--- src/rtl/sram_1w1r_pkg.sv ---
// sram_1w1r_pkg -- shared constants and helpers for the banked 1W1R SRAM.
//   DEF_*        : default parameter values used by the top and the bank.
//   nbanks()     : number of banks for a given address split.
//   bsel_w()     : width of the bank-select field (at least 1 bit).
//   CNT_SAT_FILL : bit value that fills a saturated collision counter.
package sram_1w1r_pkg;

    localparam int DEF_ADDR_W      = 6;
    localparam int DEF_DATA_W      = 16;
    localparam int DEF_BANK_ADDR_W = 4;
    localparam int DEF_CNT_W       = 16;

    // A saturated counter is all ones: {CNT_W{CNT_SAT_FILL}} == 2^CNT_W-1.
    localparam logic CNT_SAT_FILL = 1'b1;

    function automatic int nbanks(input int addr_w, input int bank_addr_w);
        return 1 << (addr_w - bank_addr_w);
    endfunction

    // A single-bank build still carries a 1-bit (constant zero) select.
    function automatic int bsel_w(input int addr_w, input int bank_addr_w);
        return (addr_w > bank_addr_w) ? (addr_w - bank_addr_w) : 1;
    endfunction

endpackage

--- src/rtl/sram_1w1r_bank.sv ---
// sram_1w1r_bank -- one 2^BANK_ADDR_W x DATA_W bank, read-first, bit-masked
// write, registered read data (1-cycle latency).
//   CLK      : clock, rising edge
//   wen_i    : write enable (already qualified by bank select and reset)
//   waddr_i  : in-bank write address
//   wdata_i  : write data
//   wmask_i  : per-bit write mask, 1 = write
//   ren_i    : read enable (already qualified by bank select and reset)
//   raddr_i  : in-bank read address
//   rdata_o  : registered read data; holds its value when ren_i is low
module sram_1w1r_bank
    import sram_1w1r_pkg::*;
#(
    parameter int BANK_ADDR_W = DEF_BANK_ADDR_W,
    parameter int DATA_W      = DEF_DATA_W
) (
    input  logic                   CLK,
    input  logic                   wen_i,
    input  logic [BANK_ADDR_W-1:0] waddr_i,
    input  logic [DATA_W-1:0]      wdata_i,
    input  logic [DATA_W-1:0]      wmask_i,
    input  logic                   ren_i,
    input  logic [BANK_ADDR_W-1:0] raddr_i,
    output logic [DATA_W-1:0]      rdata_o
);

    // Storage is deliberately not reset: contents survive RSTN.
    logic [DATA_W-1:0] mem_q [2**BANK_ADDR_W];
    logic [DATA_W-1:0] rdata_q;

    // Both accesses use non-blocking updates, so a same-address read in the
    // write cycle observes the old word (read-first).
    always_ff @(posedge CLK) begin
        if (wen_i) begin
            mem_q[waddr_i] <= (mem_q[waddr_i] & ~wmask_i) | (wdata_i & wmask_i);
        end
        if (ren_i) begin
            rdata_q <= mem_q[raddr_i];
        end
    end

    assign rdata_o = rdata_q;

endmodule

--- src/rtl/sram_1w1r_banked.sv ---
// sram_1w1r_banked -- banked one-write/one-read SRAM with collision counter.
//   CLK, RSTN         : clock (rising edge), async active-low reset
//   CE0, WE0, A0, D0  : write port enable, strobe, address, data
//   WEM0              : per-bit write mask, 1 = write
//   CE1, A1           : read port enable and address
//   Q1, Q1_VALID      : read data (zero when not valid), 1 cycle after CE1
//   COLL_CNT          : saturating count of same-address write/read cycles
// Build option: define SRAM_1W1R_BANKED_FWD_EN for write-first collision
// reads (write data forwarded into Q1); default is read-first (old word).
module sram_1w1r_banked
    import sram_1w1r_pkg::*;
#(
    parameter int ADDR_W      = DEF_ADDR_W,
    parameter int DATA_W      = DEF_DATA_W,
    parameter int BANK_ADDR_W = DEF_BANK_ADDR_W,
    parameter int CNT_W       = DEF_CNT_W
) (
    input  logic              CLK,
    input  logic              RSTN,
    input  logic              CE0,
    input  logic [ADDR_W-1:0] A0,
    input  logic [DATA_W-1:0] D0,
    input  logic              WE0,
    input  logic [DATA_W-1:0] WEM0,
    input  logic              CE1,
    input  logic [ADDR_W-1:0] A1,
    output logic [DATA_W-1:0] Q1,
    output logic              Q1_VALID,
    output logic [CNT_W-1:0]  COLL_CNT
);

    localparam int NBANKS = nbanks(ADDR_W, BANK_ADDR_W);
    localparam int BSEL_W = bsel_w(ADDR_W, BANK_ADDR_W);
    localparam logic [CNT_W-1:0] CNT_MAX = {CNT_W{CNT_SAT_FILL}};

    logic [BSEL_W-1:0] wbank, rbank;
    logic              wr_en, rd_en, coll;

    // Ports are ignored while reset is held.
    assign wr_en = CE0 & WE0 & RSTN;
    assign rd_en = CE1 & RSTN;
    assign coll  = wr_en & rd_en & (A0 == A1);

    if (ADDR_W > BANK_ADDR_W) begin : g_bsel
        assign wbank = A0[ADDR_W-1:BANK_ADDR_W];
        assign rbank = A1[ADDR_W-1:BANK_ADDR_W];
    end else begin : g_bsel_one
        assign wbank = '0;
        assign rbank = '0;
    end

    logic [NBANKS-1:0][DATA_W-1:0] rdata;

    for (genvar b = 0; b < NBANKS; b++) begin : g_bank
        sram_1w1r_bank #(
            .BANK_ADDR_W(BANK_ADDR_W),
            .DATA_W     (DATA_W)
        ) u_bank (
            .CLK    (CLK),
            .wen_i  (wr_en && (wbank == BSEL_W'(b))),
            .waddr_i(A0[BANK_ADDR_W-1:0]),
            .wdata_i(D0),
            .wmask_i(WEM0),
            .ren_i  (rd_en && (rbank == BSEL_W'(b))),
            .raddr_i(A1[BANK_ADDR_W-1:0]),
            .rdata_o(rdata[b])
        );
    end

    // Read bank travels with the valid bit so the output mux always picks
    // the bank that was read on the previous edge.
    logic              vld_q;
    logic [BSEL_W-1:0] rbank_q;
    logic [CNT_W-1:0]  cnt_q, cnt_d;

    assign cnt_d = (coll && cnt_q != CNT_MAX) ? cnt_q + 1'b1 : cnt_q;

    always_ff @(posedge CLK or negedge RSTN) begin
        if (!RSTN) begin
            vld_q   <= 1'b0;
            rbank_q <= '0;
            cnt_q   <= '0;
        end else begin
            vld_q   <= rd_en;
            rbank_q <= rd_en ? rbank : rbank_q;
            cnt_q   <= cnt_d;
        end
    end

    logic [DATA_W-1:0] word;

`ifdef SRAM_1W1R_BANKED_FWD_EN
    // Bank returns the old word on a collision; merge the write in here.
    logic              fwd_q;
    logic [DATA_W-1:0] fwd_d_q, fwd_m_q;

    always_ff @(posedge CLK or negedge RSTN) begin
        if (!RSTN) begin
            fwd_q   <= 1'b0;
            fwd_d_q <= '0;
            fwd_m_q <= '0;
        end else begin
            fwd_q   <= coll;
            fwd_d_q <= coll ? D0   : fwd_d_q;
            fwd_m_q <= coll ? WEM0 : fwd_m_q;
        end
    end

    assign word = fwd_q ? ((rdata[rbank_q] & ~fwd_m_q) | (fwd_d_q & fwd_m_q))
                        : rdata[rbank_q];
`else
    assign word = rdata[rbank_q];
`endif

    assign Q1       = vld_q ? word : '0;
    assign Q1_VALID = vld_q;
    assign COLL_CNT = cnt_q;

endmodule

--- config.mk ---
export PLATFORM = sky130hd
export DESIGN_NAME = sram_1w1r_banked
export DESIGN_NICKNAME = d
export VERILOG_FILES = /design/src/rtl/sram_1w1r_pkg.sv /design/src/rtl/sram_1w1r_bank.sv /design/src/rtl/sram_1w1r_banked.sv
export SDC_FILE = /design/constraint.sdc
export NUM_CORES = 1
export LEC_CHECK = 0
export BUFFER_PORTS_ARGS = -buffer_cell sky130_fd_sc_hd__buf_2
export CORE_ASPECT_RATIO = 0.7
export CORE_MARGIN = 1
export CORE_UTILIZATION = 40
export DETAILED_ROUTE_END_ITERATION = 6
export HOLD_SLACK_MARGIN = 0.08
export PLACE_DENSITY_LB_ADDON = 0.12
export SYNTH_ARGS = -nofsm -noshare
export SYNTH_HDL_FRONTEND = slang
export SYNTH_SLANG_ARGS = --single-unit
--- constraint.sdc ---
create_clock -name CLK -period 4.4 [get_ports CLK]
set_input_delay 0.44 -clock CLK [delete_from_list [all_inputs] [get_ports CLK]]
set_output_delay 0.44 -clock CLK [all_outputs]
set_load 0.01 [all_outputs]
==> summary.txt, run 1 <==
Layout
  • Fin nets: 2,574
  • Final Instance Area: 0.0577 mm^2
  • Share of cells above drive strength 1: 42.1%
  • Area grow syn2layout: 13.9%
  • Filler cells: 10.3k

Routing
  • Residual DRC: 0
  • Overall routed net length: 160 mm
  • Pre-Repair DR Iteration Count: 6
  • Vias per cell: 6.36
  • Antenna-violating nets left: 0
  • Initial DRC Count: 3,528
  • Routed via count: 27.2k
  • Routed len/inst: 37.5 um

Timing
  • Period utilization: 67.4%
  • Slew Limit Fails: 0
  • Post-route setup slack: 1.43 ns
  • Slew margin rel.: 12.8%
  • Worst hold slack: 0.214 ns
  • Setup TNS: 0 ns
  • Skew final: 0.0204 ns
  • Fin crit period: 2.97 ns
  • Final Setup Violations: 0
  • Fin. Hold Viols: 0
  • Worst-margin pin slew: 1.30 ns
  • Unrepaired setup endpoints after global routing: false
  • Fmax: 0.337 GHz

GRT
  • GRT overflow: 0
  • Initial antenna violation count: 18
  • Tot GR Track Use: 25.4%
  • First-pass GRT wire length: 223 mm
  • Largest net degree at the start of global routing: 89
  • Number of global-route vias before repair: 27.8k

Power
  • Switching Share: 22.7%
  • LEAKAGE: 0.0183 uW
  • Psw: 5170 uW
  • Max VDD drop: 318 uV
  • PD cells: 395 mW/mm^2
  • Pint: 17,600 uW
  • Gate power share: 8.5%
  • Clock power share: 39.7%
  • Sequential power share: 51.8%

Synthesis
  • Syn Nets: 2,337
  • Distinct cells, synth: 37
  • Count leader, synth: edfxtp_1
  • Largest cells by area after synthesis: edfxtp_1 65%, mux4_2 25%, mux2i_1 2.6%, mux4_1 1.2%, a221oi_1 1.1%
  • Synth top area share: 64.6%
  • Post-synth EDFFs: 1,088
  • Asr flop ratio synth: 1.72%
  • Post-Syn Area: 0.0506 mm^2
  • Post-synth top cells: 1,088 x edfxtp_1, 568 x mux4_2, 130 x mux2i_1
  • Largest area contributor in the netlist: edfxtp_1
  • Post-Synthesis Cells: 2,287
  • Synth Register Bits: 1,107
  • Synthesis warning total: 0
  • Post-synthesis sequential area ratio: 65.5%
  • Syn_area_per_cell: 22.1 um^2
  • Main flop type after synthesis: edfxtp_1

Flow run
  • Max-cap viol count: 0

Setup path
  • Worst-path fanout max: 17
  • Data arrival time of the worst path: 2.53 ns
  • Nature of the critical path endpoint: primary output
  • Kind of critical path: register to primary output
  • Startpoint Class: register
  • Required time of the critical path: 3.96 ns

Die
  • I/O Pins: 82
  • Die Y: 300 um
  • Initial Utilization: 40.6%
  • Die ar.: 0.128 mm^2
  • Core area: 0.125 mm^2
  • Die width: 427 um
  • Num rows: 108

Placed design
  • Dpl ws: 1.08 ns
  • PortBufs: 81
  • Post-DP HPWL: 97.6 mm
  • Routability cong.: 0.850
  • Post-place instance area: 0.0542 mm^2

Clocking
  • CTS tree: done
  • Worst-Skew Late Latency: 0.73 ns
  • H-tree depth: 3
  • Clock-pin slew on the worst setup and hold paths: 0.06 ns
  • Resize count post-CTS: 0
  • TritonCTS buffer count: 111
  • Root Buffer: clkbuf_16
  • Buffer depth of the longest clock path: 3
  • Clock sinks: 1,107

Outcome
  • Status: complete, no violations

Min path
  • HP Class: primary input to register
## stage by stage
| stage | power, uW | instances | util (%) |
|---|---|---|---|
| after floorplan | 13200 | 2287 | - |
| after global placement | 13900 | 4058 | 43.5 |
| after detailed placement | 13900 | 4058 | 43.5 |
| after CTS | 23000 | 4262 | 46.2 |
| after global routing | 23400 | 4264 | 46.2 |
| final | 22800 | 4269 | 46.2 |
## worst paths after layout
kind | end | cells past startpoint | from | slack (ns)
hold / removal | Q1_VALID | 3 | CE1 | 0.21
setup reg to reg | COLL_CNT[1] | 7 | COLL_CNT[0] | 2.15
hold reg to reg | COLL_CNT[11] | 1 | COLL_CNT[11] | 0.49
max in group asynchronous | COLL_CNT[15] | 3 | RSTN | 3.71
min in group asynchronous | COLL_CNT[10] | 3 | RSTN | 0.42
setup / recovery | Q1[14] | 3 | rbank_q[1] | 1.43
## kinds of logic after synthesis
| group | synth area share, % |
|---|---|
| muxes | 29.2 |
| and+or+nand+nor | 1.98 |
| DFF | 65.5 |
| buffers and inverters | 1.88 |
| adders and majority gates | 0.0247 |
| AOI/OAI and AO/OA | 1.16 |
| xor gates and xnor gates | 0.294 |
## placed cells by master (no fill, tap or decap), types with 16 or more instances in the layout
cell type,Yosys,routed
a221oi_1,64,64
and2_1,16,16
buf_12,1,21
buf_2,53,74
buf_4,24,182
clkbuf_1,55,30
clkbuf_16,0,113
clkinv_1,0,23
dfrtp_1,19,19
edfxtp_1,1088,1088
mux2i_1,130,130
mux4_1,24,24
mux4_2,568,568
nand2_1,19,19
nor2_1,91,21
nor2_2,0,70
nor2b_2,0,22
## power by group through the flow
stage	Sequential [uW]	Clock [uW]	Combinational, uW
after floorplan	12000	0	1190
after global placement	12000	0	1890
after detailed placement	12000	0	1930
after CTS	11800	9220	1940
after global routing	11800	9600	2030
final	11800	9050	1930
## final cells by class
class | instances | area [um^2] | area share, %
multi-input cells | 1015 | 16700 | 29.0
clock inverters | 51 | 360 | 0.625
inverters | 3 | 11.3 | 0.0195
diodes | 7 | 17.5 | 0.0304
clock buffers | 150 | 3040 | 5.27
repair buffers | 286 | 2270 | 3.94
well taps | 1650 | 2060 | 3.58
flip-flops and latches | 1107 | 33100 | 57.5
## timing repair
action	4_1_cts	5_1_grt
endpoints found under the hold margin	21	0
hold buffers	3	0
setup buffers	0	0
## state kept, by name, indices dropped and copies added (netlist names)
register,count
Q1_VALID,1
g_bank.u_bank.rdata_o,64
g_bank.u_bank.mem_q,1024
COLL_CNT,16
rbank_q,2
## critical path, stage by stage (launching register included)
cell,delay (ns)
dfrtp_1,0.97
mux4_2,0.48
and2_1,0.20
buf_2,0.14
## layer usage
metal | GRT usage [%] | vias up | share of wire, %
met5 | 0 | - | 0.0081
met4 | 8.51 | 2 | 3.8
met3 | 5.43 | 268 | 8.3
met2 | 39.0 | 1300 | 46
met1 | 36.2 | 14900 | 41
li1 | - | 10600 | -
(Power assumes the default switching activity.)
==> run 2: changes to the inputs <==
==> constraint.sdc (replaced) <==
create_clock -name CLK -period 3 [get_ports CLK]
set_input_delay 0.3 -clock CLK [delete_from_list [all_inputs] [get_ports CLK]]
set_output_delay 0.3 -clock CLK [all_outputs]
set_load 0.01 [all_outputs]
==> run 2 against run 1 <==
  * Critical path depth up 1
  * Critical endpoint is now Q1[9]
  * Highest routed layer unchanged
  * Count of clock-buffer cells in the layout decreased by 25
  * Final cell count up 2.0%
  * Die area unchanged
  * Power rose by 51%
==> summary.txt, run 2 (same netlist as run 1, synthesis figures left out) <==
Layout
  • Fin nets: 2,659 (+3.3%)
  • Largest reg by FF count: g_bank.u_bank.mem_q
  • Non-Filler Instances: 4,353 (+2.0%)
  • Commonest non-fill, non-tap cell in the layout: edfxtp_1
  • Max reg flops: 1,024 (unchanged)
  • Final Instance Area: 0.0593 mm^2 (+2.8%)
  • Commonest cells after routing, fill and taps aside: 1,088 x edfxtp_1, 568 x mux4_2, 209 x buf_4, 130 x mux2i_1, 113 x clkbuf_16
  • Share of cells above drive strength 1: 44.5% (+2.4 points)
  • Area grow syn2layout: 17.1%

Clocking
  • Clock-pin slew on the worst setup and hold paths: 0.07 ns (about the same)
  • Resize count post-CTS: 0 (unchanged)
  • Buffer depth of the longest clock path: 3 (unchanged)
  • Worst-Skew Late Latency: 0.73 ns (about the same)
  • Root Buffer: clkbuf_16
  • TritonCTS buffer count: 109 (-1.8%)
  • CTS tree: done
  • H-tree depth: 3 (unchanged)
  • Clock sinks: 1,107 (unchanged)

Timing
  • Skew final: 0.0275 ns (+0.00706 ns)
  • Fin crit period: 2.86 ns
  • Fmax: 0.350 GHz
  • Period utilization: 95.3%
  • Worst hold slack: 0.194 ns (-0.0200 ns)
  • Slew margin rel.: 33.4% (+21 points)
  • Unrepaired setup endpoints after global routing: false
  • Worst-margin pin slew: 0.998 ns (-0.304 ns)
  • Setup TNS: 0 ns (unchanged)
  • Slew Limit Fails: 0 (unchanged)
  • Final Setup Violations: 0 (unchanged)
  • Fin. Hold Viols: 0 (unchanged)

Setup path
  • Worst R2R End: COLL_CNT[8]
  • Levels on crit path: 4 (+1)
  • Data arrival time of the worst path: 2.56 ns (+0.03 ns)
  • Kind of critical path: register to primary output
  • Slowest-stage cell, CP: mux4_2
  • R2R Setup Slk: 0.83 ns (-1.32 ns)
  • Worst path bufs/invs: 2 (+1)
  • Worst reg2reg path depth: 8 (+1)
  • Reg2Reg Launch Point: COLL_CNT[0]
  • CP delay by family, top: multiplexers
  • Startpoint Class: register
  • CP Cell Sequence: buf_4, mux4_2, and2_1, buf_2
  • Required time of the critical path: 2.70 ns (-1.26 ns)
  • CP peak stage delay: 0.55 ns (-0.42 ns)
  • Worst-path fanout max: 12 (-5)
  • Nature of the critical path endpoint: primary output

Routing
  • Routed len/inst: 37.2 um (-0.71%)
  • Antenna-violating nets left: 0 (unchanged)
  • Overall routed net length: 162 mm (+1.2%)
  • Routed via count: 27.3k (+0.40%)
  • Vias per cell: 6.26 (-1.5%)
  • Residual DRC: 0 (unchanged)
  • Pre-Repair DR Iteration Count: 5 (-1)
  • Initial DRC Count: 2,924 (-17%)

Die
  • Initial Utilization: 40.6% (unchanged)
  • Die ar.: 0.128 mm^2 (unchanged)
  • Die Y: 300 um (unchanged)
  • Die width: 427 um (unchanged)
  • Num rows: 108 (unchanged)
  • Core area: 0.125 mm^2 (unchanged)
  • I/O Pins: 82 (unchanged)

Placed design
  • Post-place instance area: 0.0556 mm^2 (+2.5%)
  • Placed cells: 4,142 (+2.1%)
  • PortBufs: 81 (unchanged)
  • Routability cong.: 0.876 (+3.1%)
  • Post-DP HPWL: 102 mm (+4.2%)

GRT
  • Number of global-route vias before repair: 28.6k (+3.1%)
  • Largest net degree at the start of global routing: 48 (-46%)
  • Tot GR Track Use: 25.8% (+0.34 points)
  • Initial antenna violation count: 10 (-8)
  • First-pass GRT wire length: 226 mm (+1.4%)
  • GRT overflow: 0 (unchanged)

Min path
  • HP Class: primary input to asynchronous set/reset pin

Power
  • PD cells: 580 mW/mm^2 (+47%)
  • LEAKAGE: 0.0190 uW (+3.9%)
  • Max VDD drop: 552 uV (+74%)
  • Power Total: 34,400 uW (+51%)

Flow run
  • Max-cap viol count: 0 (unchanged)

Outcome
  • Status: complete, no violations
==> run 2: cell count changes in the layout (fill, tap and decap cells not counted), sizes merged <==
cell / before / now
clkbuf: 150 / 125
diode: 7 / 3
bufinv: 4 / 14
clkinv: 40 / 53
inv: 8 / 6
clkinvlp: 2 / 7
dlygate4sd3: 3 / 6
buf: 283 / 367
==> run 2: layout make-up <==
type | count | area [um^2]
antenna | 3 | 7.51
clock buffer | 125 | 2870
clock inverter | 77 | 762
fill | 10100 | 65500
inverter | 3 | 11.3
multi-input combinational | 1015 | 16800
sequential | 1107 | 33100
tap | 1650 | 2060
timing repair buffer | 373 | 3650
==> run 2: worst max-delay path by stage <==
stage / startpoint / to / slack, ns
2_1_floorplan: A0[1] / g_bank[3].u_bank.mem_q[14][0] / 0.49
3_3_place_gp: A0[1] / g_bank[2].u_bank.mem_q[0][0] / 0.38
3_5_place_dp: A0[0] / g_bank[1].u_bank.mem_q[0][5] / 0.23
4_1_cts: rbank_q[0] / Q1[9] / 0.07
5_1_grt: rbank_q[0] / Q1[9] / 0.01
6_report: rbank_q[0] / Q1[9] / 0.14
==> run 2: metal layers <==
layer	up-vias	part of all wire (%)	GRT usage [%]
li1	10800	-	-
met1	15000	41	35.7
met2	1201	47	39.4
met3	234	9.1	7.05
met4	6	3.6	8.74
met5	-	0.031	0
==> run 2: worst min-delay path, cell delays in order <==
cell and delay [ns]:
dlygate4sd3_1 0.53, buf_2 0.21, buf_4 0.24
==> run 2: where the power goes <==
group          internal (uW)  switching [uW]  total, uW
sequential             17200            60.5      17300
combinational           1280            1660       2940
clock                   8060            6050      14100
total                  26600            7770      34400
==> run 2: through the flow <==
step	setup slack, ns	utilization, %
2_1_floorplan	0.487	-
3_3_place_gp	0.379	44.5
3_5_place_dp	0.228	44.5
4_1_cts	0.0696	47.5
5_1_grt	0.0134	47.5
6_report	0.141	47.5
==> run 2: repair_timing <==
item,4_1_cts,5_1_grt
hold buffers,6,0
buffers inserted,0,0
endpoints found under the hold margin,23,0
